==> config.mk <==
export PLATFORM = sky130hd
export DESIGN_NAME = fp_issue_ctrl_flat
export DESIGN_NICKNAME = d
export VERILOG_FILES = /design/src/rtl/fp_issue_ctrl_if.sv /design/src/rtl/fp_issue_ctrl.sv /design/src/flat_wrapper.sv
export SDC_FILE = /design/constraint.sdc
export NUM_CORES = 1
export LEC_CHECK = 0
export ABC_AREA = 1
export CORE_ASPECT_RATIO = 2
export CORE_UTILIZATION = 40
export CTS_CLUSTER_SIZE = 10
export DETAILED_ROUTE_END_ITERATION = 10
export DONT_BUFFER_PORTS = 1
export HOLD_SLACK_MARGIN = 0.15
export PLACE_DENSITY = 0.59
export SLEW_MARGIN = 20
export SYNTH_ARGS = -nofsm -noshare
export SYNTH_HDL_FRONTEND = slang
export SYNTH_SLANG_ARGS = --single-unit
==> constraint.sdc <==
create_clock -name clk -period 1.5 [get_ports clk]
set_input_delay 0.3 -clock clk [delete_from_list [all_inputs] [get_ports clk]]
set_output_delay 0.3 -clock clk [all_outputs]
set_load 0.01 [all_outputs]
==> src/rtl/fp_issue_ctrl_if.sv <==
// -----------------------------------------------------------------------------
// fp_issue_ctrl_if
//   Groups the two pipeline-facing handshakes of the FP issue controller:
//   the EX-stage issue port (valid/ready plus instruction fields and flush)
//   and the WB write-port request (valid/ready plus register and data).
//
//   Signal names keep their controller-relative _i/_o suffixes so that the
//   controller body reads the same as its port list.
//
//   Modports
//     master : pipeline side (EX drives the issue, WB grants the write port)
//     slave  : controller side (fp_issue_ctrl)
// -----------------------------------------------------------------------------
interface fp_issue_ctrl_if #(
    parameter int DATA_WIDTH = 16,
    parameter int REG_WIDTH  = 4,
    parameter int RND_WIDTH  = 3
);
    // Issue port from EX
    logic                  issue_valid_i;
    logic                  issue_ready_o;
    logic                  issue_op_i;
    logic [RND_WIDTH-1:0]  issue_rnd_i;
    logic [REG_WIDTH-1:0]  issue_rd_i;
    logic [DATA_WIDTH-1:0] issue_a_i;
    logic [DATA_WIDTH-1:0] issue_b_i;
    logic                  flush_i;

    // Write-port request to WB
    logic                  wb_valid_o;
    logic                  wb_ready_i;
    logic [REG_WIDTH-1:0]  wb_reg_o;
    logic [DATA_WIDTH-1:0] wb_data_o;

    modport master (
        output issue_valid_i, issue_op_i, issue_rnd_i, issue_rd_i,
               issue_a_i, issue_b_i, flush_i, wb_ready_i,
        input  issue_ready_o, wb_valid_o, wb_reg_o, wb_data_o
    );

    modport slave (
        input  issue_valid_i, issue_op_i, issue_rnd_i, issue_rd_i,
               issue_a_i, issue_b_i, flush_i, wb_ready_i,
        output issue_ready_o, wb_valid_o, wb_reg_o, wb_data_o
    );
endinterface

==> src/rtl/fp_issue_ctrl.sv <==
// -----------------------------------------------------------------------------
// fp_issue_ctrl
//   Issue/sequencing controller for the floating-point coprocessor of the
//   16-bit pipelined processor. Accepts one FP instruction at a time from EX,
//   holds its operands stable at the coprocessor inputs for the fixed
//   coprocessor latency, captures result and status, and offers them to the
//   register-file write port with a valid/ready handshake. While an operation
//   is outstanding it exposes the pending destination register to the hazard
//   unit so dependent instructions are held in ID.
//
// Parameters
//   DATA_WIDTH  operand/result width
//   REG_WIDTH   register-file address width
//   RND_WIDTH   rounding-mode field width
//   STAT_WIDTH  coprocessor status width
//   FP_LATENCY  edges from issue to a valid fpu_result_i, legal range 1..15
//
// Ports
//   clk           rising-edge clock
//   rst           synchronous reset, active-low
//   bus (slave)   issue_valid_i/issue_ready_o/issue_op_i/issue_rnd_i/
//                 issue_rd_i/issue_a_i/issue_b_i/flush_i  (EX issue port)
//                 wb_valid_o/wb_ready_i/wb_reg_o/wb_data_o (WB write request)
//   fpu_a_o/fpu_b_o/fpu_op_o/fpu_rnd_o   held operands and controls to FPU
//   fpu_result_i/fpu_status_i            FPU result and status
//   status_o      captured FPU status, valid alongside wb_valid_o
//   rsD_i/rtD_i   source registers of the instruction in ID
//   hazard_o      ID source matches the pending FP destination
//   stall_o       issue blocked; stall PC, IF/ID and ID/EX
// -----------------------------------------------------------------------------
module fp_issue_ctrl #(
    parameter int DATA_WIDTH = 16,
    parameter int REG_WIDTH  = 4,
    parameter int RND_WIDTH  = 3,
    parameter int STAT_WIDTH = 8,
    parameter int FP_LATENCY = 3
) (
    input  logic                  clk,
    input  logic                  rst,

    fp_issue_ctrl_if.slave        bus,

    output logic [DATA_WIDTH-1:0] fpu_a_o,
    output logic [DATA_WIDTH-1:0] fpu_b_o,
    output logic                  fpu_op_o,
    output logic [RND_WIDTH-1:0]  fpu_rnd_o,
    input  logic [DATA_WIDTH-1:0] fpu_result_i,
    input  logic [STAT_WIDTH-1:0] fpu_status_i,

    output logic [STAT_WIDTH-1:0] status_o,

    input  logic [REG_WIDTH-1:0]  rsD_i,
    input  logic [REG_WIDTH-1:0]  rtD_i,
    output logic                  hazard_o,
    output logic                  stall_o
);

    // IDLE: nothing outstanding. EXEC: FPU counting down its latency.
    // WB: result captured and waiting for the write port.
    typedef enum logic [1:0] {
        IDLE = 2'd0,
        EXEC = 2'd1,
        WB   = 2'd2
    } state_t;

    // Counter load value; cnt is 4 bits so FP_LATENCY must stay within 1..15.
    localparam logic [3:0] CNT_LOAD = 4'(FP_LATENCY - 1);

    state_t                state;
    state_t                state_nxt;
    logic [3:0]            cnt;
    logic [REG_WIDTH-1:0]  pend_rd;

    logic                  issue_ready;
    logic                  issue_fire;
    logic                  wb_hs;
    logic                  exec_done;

    logic [REG_WIDTH-1:0]  wb_reg_q;
    logic [DATA_WIDTH-1:0] wb_data_q;

    // -------------------------------------------------------------------------
    // State register
    // -------------------------------------------------------------------------
    // NOTE: sequential state is updated with non-blocking assignments so every
    // flop samples pre-edge values regardless of process evaluation order.
    always_ff @(posedge clk) begin
        if (!rst) begin
            state <= IDLE;
        end else begin
            state <= state_nxt;
        end
    end

    // -------------------------------------------------------------------------
    // Next-state logic
    // -------------------------------------------------------------------------
    // NOTE: state_nxt is defaulted before the case so no path leaves it
    // unassigned, which would otherwise infer a latch.
    always_comb begin
        state_nxt = state;
        unique case (state)
            IDLE: begin
                if (issue_fire) begin
                    state_nxt = EXEC;
                end
            end
            EXEC: begin
                if (exec_done) begin
                    state_nxt = WB;
                end
            end
            WB: begin
                // A new issue on the handshake cycle goes straight back to
                // EXEC so back-to-back FP ops lose no cycle.
                if (wb_hs) begin
                    state_nxt = issue_fire ? EXEC : IDLE;
                end
            end
            default: state_nxt = IDLE;
        endcase
    end

    // -------------------------------------------------------------------------
    // Output / control decode
    // -------------------------------------------------------------------------
    always_comb begin
        wb_hs       = (state == WB) && bus.wb_ready_i;
        issue_ready = (state == IDLE) || wb_hs;
        // Flush only suppresses this cycle's issue; it never touches an
        // operation already in EXEC or WB.
        issue_fire  = bus.issue_valid_i && issue_ready && !bus.flush_i;
        exec_done   = (state == EXEC) && (cnt == 4'd0);
        stall_o     = bus.issue_valid_i && !issue_ready && !bus.flush_i;
        // pend_rd stays meaningful through WB until the write is granted.
        hazard_o    = (state != IDLE) &&
                      ((rsD_i == pend_rd) || (rtD_i == pend_rd));
    end

    assign bus.issue_ready_o = issue_ready;
    assign bus.wb_valid_o    = (state == WB);
    assign bus.wb_reg_o      = wb_reg_q;
    assign bus.wb_data_o     = wb_data_q;

    // -------------------------------------------------------------------------
    // Datapath: latency counter, operand hold registers, result capture
    // -------------------------------------------------------------------------
    // NOTE: reset is sampled synchronously; a reset mid-operation simply drops
    // the operation and any unwritten result because every register clears.
    always_ff @(posedge clk) begin
        if (!rst) begin
            cnt       <= 4'd0;
            fpu_a_o   <= '0;
            fpu_b_o   <= '0;
            fpu_op_o  <= 1'b0;
            fpu_rnd_o <= '0;
            pend_rd   <= '0;
            wb_reg_q  <= '0;
            wb_data_q <= '0;
            status_o  <= '0;
        end else begin
            if (issue_fire) begin
                cnt       <= CNT_LOAD;
                fpu_a_o   <= bus.issue_a_i;
                fpu_b_o   <= bus.issue_b_i;
                fpu_op_o  <= bus.issue_op_i;
                fpu_rnd_o <= bus.issue_rnd_i;
                pend_rd   <= bus.issue_rd_i;
            end else if ((state == EXEC) && (cnt != 4'd0)) begin
                cnt <= cnt - 4'd1;
            end

            // Capture on the edge where the FPU result becomes valid; the
            // captured values then hold through WB until the handshake.
            if (exec_done) begin
                wb_data_q <= fpu_result_i;
                status_o  <= fpu_status_i;
                wb_reg_q  <= pend_rd;
            end
        end
    end

endmodule

==> src/flat_wrapper.sv <==
// flat-port wrapper written by rule: the top's interface ports become plain ports
module fp_issue_ctrl_flat 
#(
    parameter int DATA_WIDTH = 16,
    parameter int REG_WIDTH  = 4,
    parameter int RND_WIDTH  = 3,
    parameter int STAT_WIDTH = 8,
    parameter int FP_LATENCY = 3
)
  (clk, rst, fpu_a_o, fpu_b_o, fpu_op_o, fpu_rnd_o, fpu_result_i, fpu_status_i, status_o, rsD_i, rtD_i, hazard_o, stall_o, bus_issue_valid_i, bus_issue_op_i, bus_issue_rnd_i, bus_issue_rd_i, bus_issue_a_i, bus_issue_b_i, bus_flush_i, bus_wb_ready_i, bus_issue_ready_o, bus_wb_valid_o, bus_wb_reg_o, bus_wb_data_o);
  fp_issue_ctrl_if #(.DATA_WIDTH(DATA_WIDTH), .REG_WIDTH(REG_WIDTH), .RND_WIDTH(RND_WIDTH)) bus_i ();
  input  logic clk;
  input  logic rst;
  output logic [DATA_WIDTH-1:0] fpu_a_o;
  output logic [DATA_WIDTH-1:0] fpu_b_o;
  output logic fpu_op_o;
  output logic [RND_WIDTH-1:0] fpu_rnd_o;
  input  logic [DATA_WIDTH-1:0] fpu_result_i;
  input  logic [STAT_WIDTH-1:0] fpu_status_i;
  output logic [STAT_WIDTH-1:0] status_o;
  input  logic [REG_WIDTH-1:0] rsD_i;
  input  logic [REG_WIDTH-1:0] rtD_i;
  output logic hazard_o;
  output logic stall_o;
  input wire logic [$bits(bus_i.issue_valid_i)-1:0] bus_issue_valid_i;
  input wire logic [$bits(bus_i.issue_op_i)-1:0] bus_issue_op_i;
  input wire logic [$bits(bus_i.issue_rnd_i)-1:0] bus_issue_rnd_i;
  input wire logic [$bits(bus_i.issue_rd_i)-1:0] bus_issue_rd_i;
  input wire logic [$bits(bus_i.issue_a_i)-1:0] bus_issue_a_i;
  input wire logic [$bits(bus_i.issue_b_i)-1:0] bus_issue_b_i;
  input wire logic [$bits(bus_i.flush_i)-1:0] bus_flush_i;
  input wire logic [$bits(bus_i.wb_ready_i)-1:0] bus_wb_ready_i;
  output wire logic [$bits(bus_i.issue_ready_o)-1:0] bus_issue_ready_o;
  output wire logic [$bits(bus_i.wb_valid_o)-1:0] bus_wb_valid_o;
  output wire logic [$bits(bus_i.wb_reg_o)-1:0] bus_wb_reg_o;
  output wire logic [$bits(bus_i.wb_data_o)-1:0] bus_wb_data_o;
  assign bus_i.issue_valid_i = bus_issue_valid_i;
  assign bus_i.issue_op_i = bus_issue_op_i;
  assign bus_i.issue_rnd_i = bus_issue_rnd_i;
  assign bus_i.issue_rd_i = bus_issue_rd_i;
  assign bus_i.issue_a_i = bus_issue_a_i;
  assign bus_i.issue_b_i = bus_issue_b_i;
  assign bus_i.flush_i = bus_flush_i;
  assign bus_i.wb_ready_i = bus_wb_ready_i;
  assign bus_issue_ready_o = bus_i.issue_ready_o;
  assign bus_wb_valid_o = bus_i.wb_valid_o;
  assign bus_wb_reg_o = bus_i.wb_reg_o;
  assign bus_wb_data_o = bus_i.wb_data_o;
  fp_issue_ctrl #(.DATA_WIDTH(DATA_WIDTH), .REG_WIDTH(REG_WIDTH), .RND_WIDTH(RND_WIDTH), .STAT_WIDTH(STAT_WIDTH), .FP_LATENCY(FP_LATENCY)) u_core (.clk(clk), .rst(rst), .bus(bus_i), .fpu_a_o(fpu_a_o), .fpu_b_o(fpu_b_o), .fpu_op_o(fpu_op_o), .fpu_rnd_o(fpu_rnd_o), .fpu_result_i(fpu_result_i), .fpu_status_i(fpu_status_i), .status_o(status_o), .rsD_i(rsD_i), .rtD_i(rtD_i), .hazard_o(hazard_o), .stall_o(stall_o));
endmodule
# [Word-level counts from Yosys, hierarchy flattened]
# Cells that the tools add are included.
# W data, S select, Z words.
[classes] eq_ne=7 n_reduce_logical=19 n_addsub=1 bitwise=1 n_shift=0 div_mod_pow=0 muxes=7 multipliers=0 n_lt_le_gt_ge=0
[ops] cell="$mux W2" n=5
[ops] cell="$eq A4 B4 Y1" n=2
[ops] cell="$logic_and A1 B1 Y1" n=8
[ops] cell="$ne A2 B1 Y1 const B" n=3
[ops] cell="$pmux W2 S3" n=1
[ops] cell="$logic_not A4 Y1" n=1
[ops] cell="$reduce_bool A2 Y1" n=2
[ops] cell="$reduce_bool A4 Y1" n=1
[ops] cell="$sub A4 B1 Y4 const B" n=1
[ops] cell="$reduce_and A3 Y1" n=1
[ops] cell="$eq A2 B1 Y1 const B" n=1
[ops] cell="$eq A2 B2 Y1 const B" n=1
[ops] cell="$logic_not A1 Y1" n=2
[ops] cell="$logic_not A2 Y1" n=1
[ops] cell="$logic_or A1 B1 Y1" n=2
[ops] cell="$reduce_or A2 Y1" n=1
[ops] cell="$mux W1" n=1
[ops] cell="$not A1 Y1" n=1
[word_totals] input_bits=77 memories=0 ramBits=0 elab_cells=46 out_inout_bits=68 romBits=0 latchBits=0 ff_bits=74

# [Depth between registers and ports, before layout]
# Gate-level depths: netlist of the first run.
[logic_depth] word_depth=8 depth_mapped=8

# [Least setup slack after synthesis of the first run]
# OpenSTA, ideal clock, no wires.
[synth_path] path_type="register -> register" from="reg u_core.cnt[0]" to="reg u_core.wb_reg_q[0], in the netlist u_core.bus.wb_reg_o[0]" t_arrival_ns=1.132 path_buffers=2 setup_slack_ns=0.255 setup_time_ns=0.113 t_required_ns=1.387 stages_incl_launch_ff=8 path_cell_list="dfxtp_1 -> inv_1 -> ha_1 -> nand3_4 -> buf_6 -> buf_6 -> o21ai_1 -> nor2_1"
[synth_via] elab_chain_cells=2
[synth_rtl] element="start: declaration" line_no="fp_issue_ctrl.sv:71" rtl="logic [3:0] cnt;"
[synth_rtl] element="start signal: assignment" line_no="fp_issue_ctrl.sv:170" rtl="cnt <= cnt - 4'd1;"
[synth_rtl] element="$logic_not A4 Y1" line_no="fp_issue_ctrl.sv:133" rtl="exec_done = (state == EXEC) && (cnt == 4'd0);"
[synth_rtl] element="$logic_and A1 B1 Y1" line_no="fp_issue_ctrl.sv:133"
[synth_rtl] element="end signal: assignment" line_no="fp_issue_ctrl.sv:178" rtl="wb_reg_q <= pend_rd;"
[synth_rtl] element="end: declaration" line_no="fp_issue_ctrl.sv:79" rtl="logic [REG_WIDTH-1:0] wb_reg_q;"
# No other way between the ends.
# A chain may end at the register's enable or synchronous reset.

# [Worst setup path in the final report of the first run]
[layout_path] from="reg u_core.pend_rd[3]" to="out hazard_o"
[layout_via] elab_chain_cells=3 elab_cells_between_ends=4 cone_classes="eq/ne (2); reduce/logical (2)"
[layout_rtl] element="start: declaration" line_no="fp_issue_ctrl.sv:72" rtl="logic [REG_WIDTH-1:0] pend_rd;"
[layout_rtl] element="start signal: assignment" line_no="fp_issue_ctrl.sv:168" rtl="pend_rd <= bus.issue_rd_i;"
[layout_rtl] element="$eq A4 B4 Y1" line_no="fp_issue_ctrl.sv:137" rtl="((rsD_i == pend_rd) || (rtD_i == pend_rd));"
[layout_rtl] element="$logic_or A1 B1 Y1 (*)" line_no="fp_issue_ctrl.sv:137"
[layout_rtl] element="$logic_and A1 B1 Y1 (*)" line_no="fp_issue_ctrl.sv:136" rtl="hazard_o = (state != IDLE) &&"
[layout_rtl] element="end: declaration" line_no="flat_wrapper.sv:23" rtl="output logic hazard_o;"
# Mark *: on every way between the ends. The rest lies on a longest branch, timed or not.

==> results of run 1 <==
[final cells by class]
class	count	area (um2)	area share [%]
flip-flops and latches	74	1500	38.9
well taps	90	113	2.93
multi-input cells	271	1170	30.3
repair buffers	64	656	17.0
clock inverters	3	45.0	1.17
clock buffers	13	280	7.28
inverters	23	90.1	2.34
[power breakdown]
part           switching [mW]  leakage (nW)  internal (mW)  total (mW)
combinational           0.284         0.818          0.263       0.548
clock                   0.781         0.154           1.47        2.25
sequential              0.161         0.609           2.11        2.27
[layout by cell type (no fill, tap or decap), types with 2 or more instances in the layout]
cell type      netlist  final
nor2_1             147    147
dfxtp_1             74     70
o21ai_0             57     57
dlygate4sd3_1        0     55
nand2_1             41     40
inv_1               18     16
o21ai_1             11     11
clkbuf_16            0      9
buf_4                2      6
inv_2                3      5
a21oi_1              6      5
clkbuf_8             0      4
dfxtp_4              0      4
buf_12               0      3
a21oi_2              1      2
nand2_2              1      2
clkinvlp_4           0      2
[flip-flops by register name (all words and copies together) (netlist names)]
name	count
u_core.pend_rd	4
u_core.fpu_rnd_o	3
u_core.status_o	8
u_core.fpu_op_o	1
u_core.fpu_a_o	16
u_core.fpu_b_o	16
u_core.state	2
u_core.cnt	4
u_core.bus.wb_data_o	16
u_core.bus.wb_reg_o	4
[cell families after synthesis]
group | Yosys count | share of synthesized area, %
compound gates | 75 | 13.3
xor+xnor | 1 | 0.306
fa+ha+maj | 1 | 0.438
buf+inv | 43 | 7.83
flops | 74 | 51.8
simple gates | 194 | 26.3
[layer usage]
metal  wire length, um  global-route usage, %
met3               572                   6.48
met1              2610                   17.6
met5                 0                      0
met2              3880                   36.0
met4               180                   11.1
[worst max path at each step]
stage	start	end	slack, ns
CTS	u_core.pend_rd[3]	hazard_o	-0.03
finish	u_core.pend_rd[3]	hazard_o	-0.03
floorplan	u_core.cnt[0]	u_core.bus.wb_reg_o[0]	0.26
detailed placement	u_core.cnt[0]	u_core.bus.wb_data_o[11]	0.02
global route	u_core.pend_rd[2]	hazard_o	-0.12
global placement	u_core.cnt[0]	u_core.bus.wb_data_o[12]	0.08
[what timing repair did]
| action | CTS | global route |
|---|---|---|
| setup endpoints to repair | 2 | 29 |
| endpoints found under the hold margin | 69 | 1 |
| resized for setup | 6 | 8 |
| hold buffers | 55 | 1 |
| buffers inserted | 0 | 4 |
| pin swaps | 0 | 6 |
==> results_dict.tcl, run 1 <==
set metrics [dict create \
    cts_max_path_buffers 2 \
    drtIter0Drc 127 \
    synth_cells 388 \
    synthMostInstantiatedCell "nor2_1" \
    gr-total-overflow 0 \
    rsz0062_at_grt "true" \
    crit_path_max_incr_delay_ns 0.37 \
    cts_sinks 74 \
    dr.pass1.iters 4 \
    fin_cells 538 \
    fmax_mhz 653 \
    cts_tree "built" \
    die-area_um2 7510 \
    fill_cells 617 \
    drive_gt1_share_pct 9.82 \
    relSlewSlack_pct 81.2 \
    worstPathCellList "inv_1, nand2_1, nand2_1, nor2_1, nand2_1, a21oi_2" \
    worstPathArrival_ns 1.23 \
    ys_warn_count 0 \
    p_per_area_nw_per_um2 1320 \
    utilization_pct 55.4 \
    layout.nets 521 \
    postSynthAreaPerCell_um2 7.37 \
    layout_min_cycle_time_ns 1.53 \
    stdcell_area_um2 3850 \
    grt_antenna_before_repair 0 \
    dp.final_hpwl_um 4620 \
    clk_latency_ns 0.33 \
    final-setup-viol-count 1 \
    post-route-drc-count 0 \
    synth_nets 466 \
    ir_worst_vdd_uv 738 \
    timing_hold_violations_final 0 \
    async_flop_share_pct 0 \
    cp-end-kind "output pin" \
    htree_levels 3 \
    yosysTopAreaCell "dfxtp_1" \
    drt-total-wl_um 7250 \
    io_buffer_count 0 \
    dpl_cell_area_um2 2890 \
    fin_skew_ns 0.00645 \
    vias 2625 \
    tightest_slew_ns 0.281 \
    drv_slew 0 \
    p_total_mw 5.06 \
    period_share_pct 102 \
    r2r-end "u_core.bus.wb_data_o[11]" \
    cp-start-kind "flop" \
    ys_dominant_reg_cell "dfxtp_1" \
    min_to "u_core.bus.wb_data_o[6]" \
    rows 43 \
    hold_ws_ns 0.144 \
    synth_common_cells "nor2_1, dfxtp_1, o21ai_0" \
    slowest_stage "dfxtp_4" \
    p_leak_nw 1.58 \
    synthTopCellsByArea "dfxtp_1, nor2_1, o21ai_0" \
    status "finished with violations" \
    die_x_um 61.8 \
    io_pins 145 \
    grt_pass1_wl_um 10700 \
    clk_pin_slew_ns 0.06 \
    synth.cell_area_um2 2860 \
    worstSetupPathType "reg -> out" \
    violations "setup timing" \
    gp_congestion 0.758 \
    synth.distinct_cells 24 \
    dp_slack_ns 0.0188 \
    timing.critical_path.mode_cell "nand2_1" \
    track_usage_pct 19.7 \
    ff2ff_setup_slack_ns 0.11 \
    timing.final.ws_setup_ns -0.0309 \
    dp.cells 462 \
    cts_buffers 9 \
    grt_pass1_vias 2470 \
    synth_seq_cells 74 \
    syn_to_final_growth_pct 34.6 \
    whs_path_depth 2 \
    synth_top_area_share_pct 51.8 \
    core_area_um2 6940 \
    crit_required_ns 1.20 \
    worst-path-buf-inv 1 \
    grt_max_degree 68 \
    ys_seq_area_share_pct 51.8 \
    tns_ns -0.0309 \
    start_util_pct 41.2 \
    postRouteAntennaNets 0 \
    wl_per_cell_um 13.5 \
    die_y_um 122 \
    r2r_start "u_core.cnt[0]" \
    maxCapViolations 0 \
    worstPathMaxFanout 5 \
    worstRegToRegCells 6 \
    clockRootBuffer "clkbuf_16" \
    synth_edf_count 0 \
    cp.depth 6 \
    viasPerCell 4.88 \
    antennaDiodeCount 0 \
    crit_family "flip-flops" \
    min_from "fpu_result_i[6]" \
    min_path_type "in -> reg" \
]
No activity file was read; power rests on OpenSTA's default activity.
==> run 2, diff against run 1 <==
==> constraint.sdc (replaced) <==
create_clock -name clk -period 1.6 [get_ports clk]
set_input_delay 0.32 -clock clk [delete_from_list [all_inputs] [get_ports clk]]
set_output_delay 0.32 -clock clk [all_outputs]
set_load 0.01 [all_outputs]
==> results_dict.tcl, run 2 (synthesis results as in run 1) <==
set metrics [dict create \
    tightest_slew_ns 0.288 \
    maxCapViolations 0 \
    track_usage_pct 18.5 \
    htree_levels 3 \
    io_pins 145 \
    clockRootBuffer "clkbuf_16" \
    r2r_start "u_core.cnt[0]" \
    worstRegToRegCells 6 \
    clk_pin_slew_ns 0.05 \
    grt_pass1_wl_um 9950 \
    worstPathCellList "inv_2, nand2_2, nand2_1, nor2_1, nand2_1, a21oi_2" \
    antennaDiodeCount 0 \
    rows 43 \
    ff2ff_setup_slack_ns 0.20 \
    cp-start-kind "flop" \
    dp.final_hpwl_um 4580 \
    grt_antenna_before_repair 0 \
    rsz0062_at_grt "true" \
    layout.nets 478 \
    clk_latency_ns 0.33 \
    period_share_pct 95.8 \
    worst-path-buf-inv 1 \
    p_leak_nw 1.39 \
    die_y_um 122 \
    drtIter0Drc 103 \
    whs_path_depth 2 \
    ir_worst_vdd_uv 808 \
    grt_max_degree 68 \
    final_cell_mix "nor2_1, dfxtp_1, o21ai_0" \
    drive_gt1_share_pct 11.1 \
    postRouteAntennaNets 0 \
    dr.pass1.iters 4 \
    min_to "u_core.bus.wb_data_o[1]" \
    drv_slew 0 \
    crit_path_max_incr_delay_ns 0.38 \
    cts_sinks 74 \
    wl_met3_um 748 \
    status "completed" \
    p_per_area_nw_per_um2 1340 \
    wl_per_cell_um 13.6 \
    worstPathArrival_ns 1.21 \
    start_util_pct 41.2 \
    crit_family "flip-flops" \
    die-area_um2 7510 \
    vias 2421 \
    cts_max_path_buffers 2 \
    cts_tree "built" \
    viasPerCell 4.89 \
    worstSetupPathType "reg -> out" \
    drt-total-wl_um 6750 \
    fin_cells 495 \
    dp.cells 462 \
    r2r-end "u_core.bus.wb_data_o[11]" \
    syn_to_final_growth_pct 18.7 \
    slowest_stage "dfxtp_4" \
    final_common_cell "nor2_1" \
    io_buffer_count 0 \
    gr-total-overflow 0 \
    cp-end-kind "output pin" \
    tns_ns 0 \
    min_from "fpu_result_i[1]" \
    fmax_mhz 652 \
    final-setup-viol-count 0 \
    core_area_um2 6940 \
    layout_min_cycle_time_ns 1.53 \
    routed.top_layer "met4" \
    wl_met1_um 2390 \
    crit_required_ns 1.28 \
    utilization_pct 48.9 \
    hold_ws_ns 0.157 \
    gp_congestion 0.806 \
    timing.critical_path.mode_cell "nand2_1" \
    post-route-drc-count 0 \
    timing_hold_violations_final 0 \
    grt_pass1_vias 2249 \
    cts_buffers 9 \
    relSlewSlack_pct 80.7 \
    worstPathMaxFanout 5 \
    die_x_um 61.8 \
    route.met2.wl_um 3400 \
    min_path_type "in -> reg" \
    fin_skew_ns 0.00366 \
]
-- run 2: through the flow --
stage | cell area, um2 | power [mW] | setup WS, ns
after detailed placement | 2890 | 2.53 | 0.128
after floorplan | 2860 | 2.47 | 0.355
after global placement | 2890 | 2.52 | 0.172
final | 3390 | 4.55 | 0.0674
after CTS | 3320 | 4.61 | 0.000645
after global routing | 3390 | 4.78 | -0.0354
-- run 2: worst max path at each step --
stage                 startpoint                       end  slack (ns)  cells after the start
6_report       u_core.pend_rd[3]                  hazard_o        0.07                      6
5_1_grt        u_core.pend_rd[2]                  hazard_o       -0.04                      6
4_1_cts        u_core.pend_rd[1]                  hazard_o      0.0006                      6
3_3_place_gp       u_core.cnt[0]        u_core.status_o[3]        0.17                      6
3_5_place_dp       u_core.cnt[0]  u_core.bus.wb_data_o[11]        0.13                      6
2_1_floorplan      u_core.cnt[0]    u_core.bus.wb_reg_o[0]        0.36                      7
-- run 2: area by class of cell --
class | count | area (um2)
clock buffers | 12 | 256
clock inverters | 4 | 50.0
fillers | 682 | 3550
inverters | 23 | 90.1
multi-input cells | 271 | 1160
flip-flops and latches | 74 | 1500
well taps | 90 | 113
repair buffers | 21 | 223
-- run 2: repair_timing --
| action | CTS | global route |
|---|---|---|
| setup endpoints to repair | 1 | 3 |
| endpoints found under the hold margin | 67 | 2 |
| setup buffers | 0 | 5 |
| pin swaps | 0 | 6 |
| hold buffers | 10 | 2 |
| gates resized for setup | 3 | 12 |
-- run 2: worst register-to-register path: stages, from the launching register on --
cell and delay (ns):
dfxtp_1 0.30, inv_1 0.10, ha_1 0.26, nand3_4 0.17, buf_4 0.23, o21ai_0 0.18, nor2_1 0.05
-- run 2: routing by layer --
metal | vias to the layer above | track usage [%]
met1 | 1058 | 17.0
met2 | 110 | 31.3
met3 | 15 | 9.66
li1 | 1238 | -
met5 | - | 0
met4 | 0 | 9.72
-- run 2: power by group --
part	leakage [nW]	internal (mW)	total [mW]	switching, mW
clock network	0.145	1.29	2.00	0.715
registers	0.609	1.98	2.13	0.152
logic	0.638	0.177	0.419	0.242
total	1.39	3.44	4.55	1.11
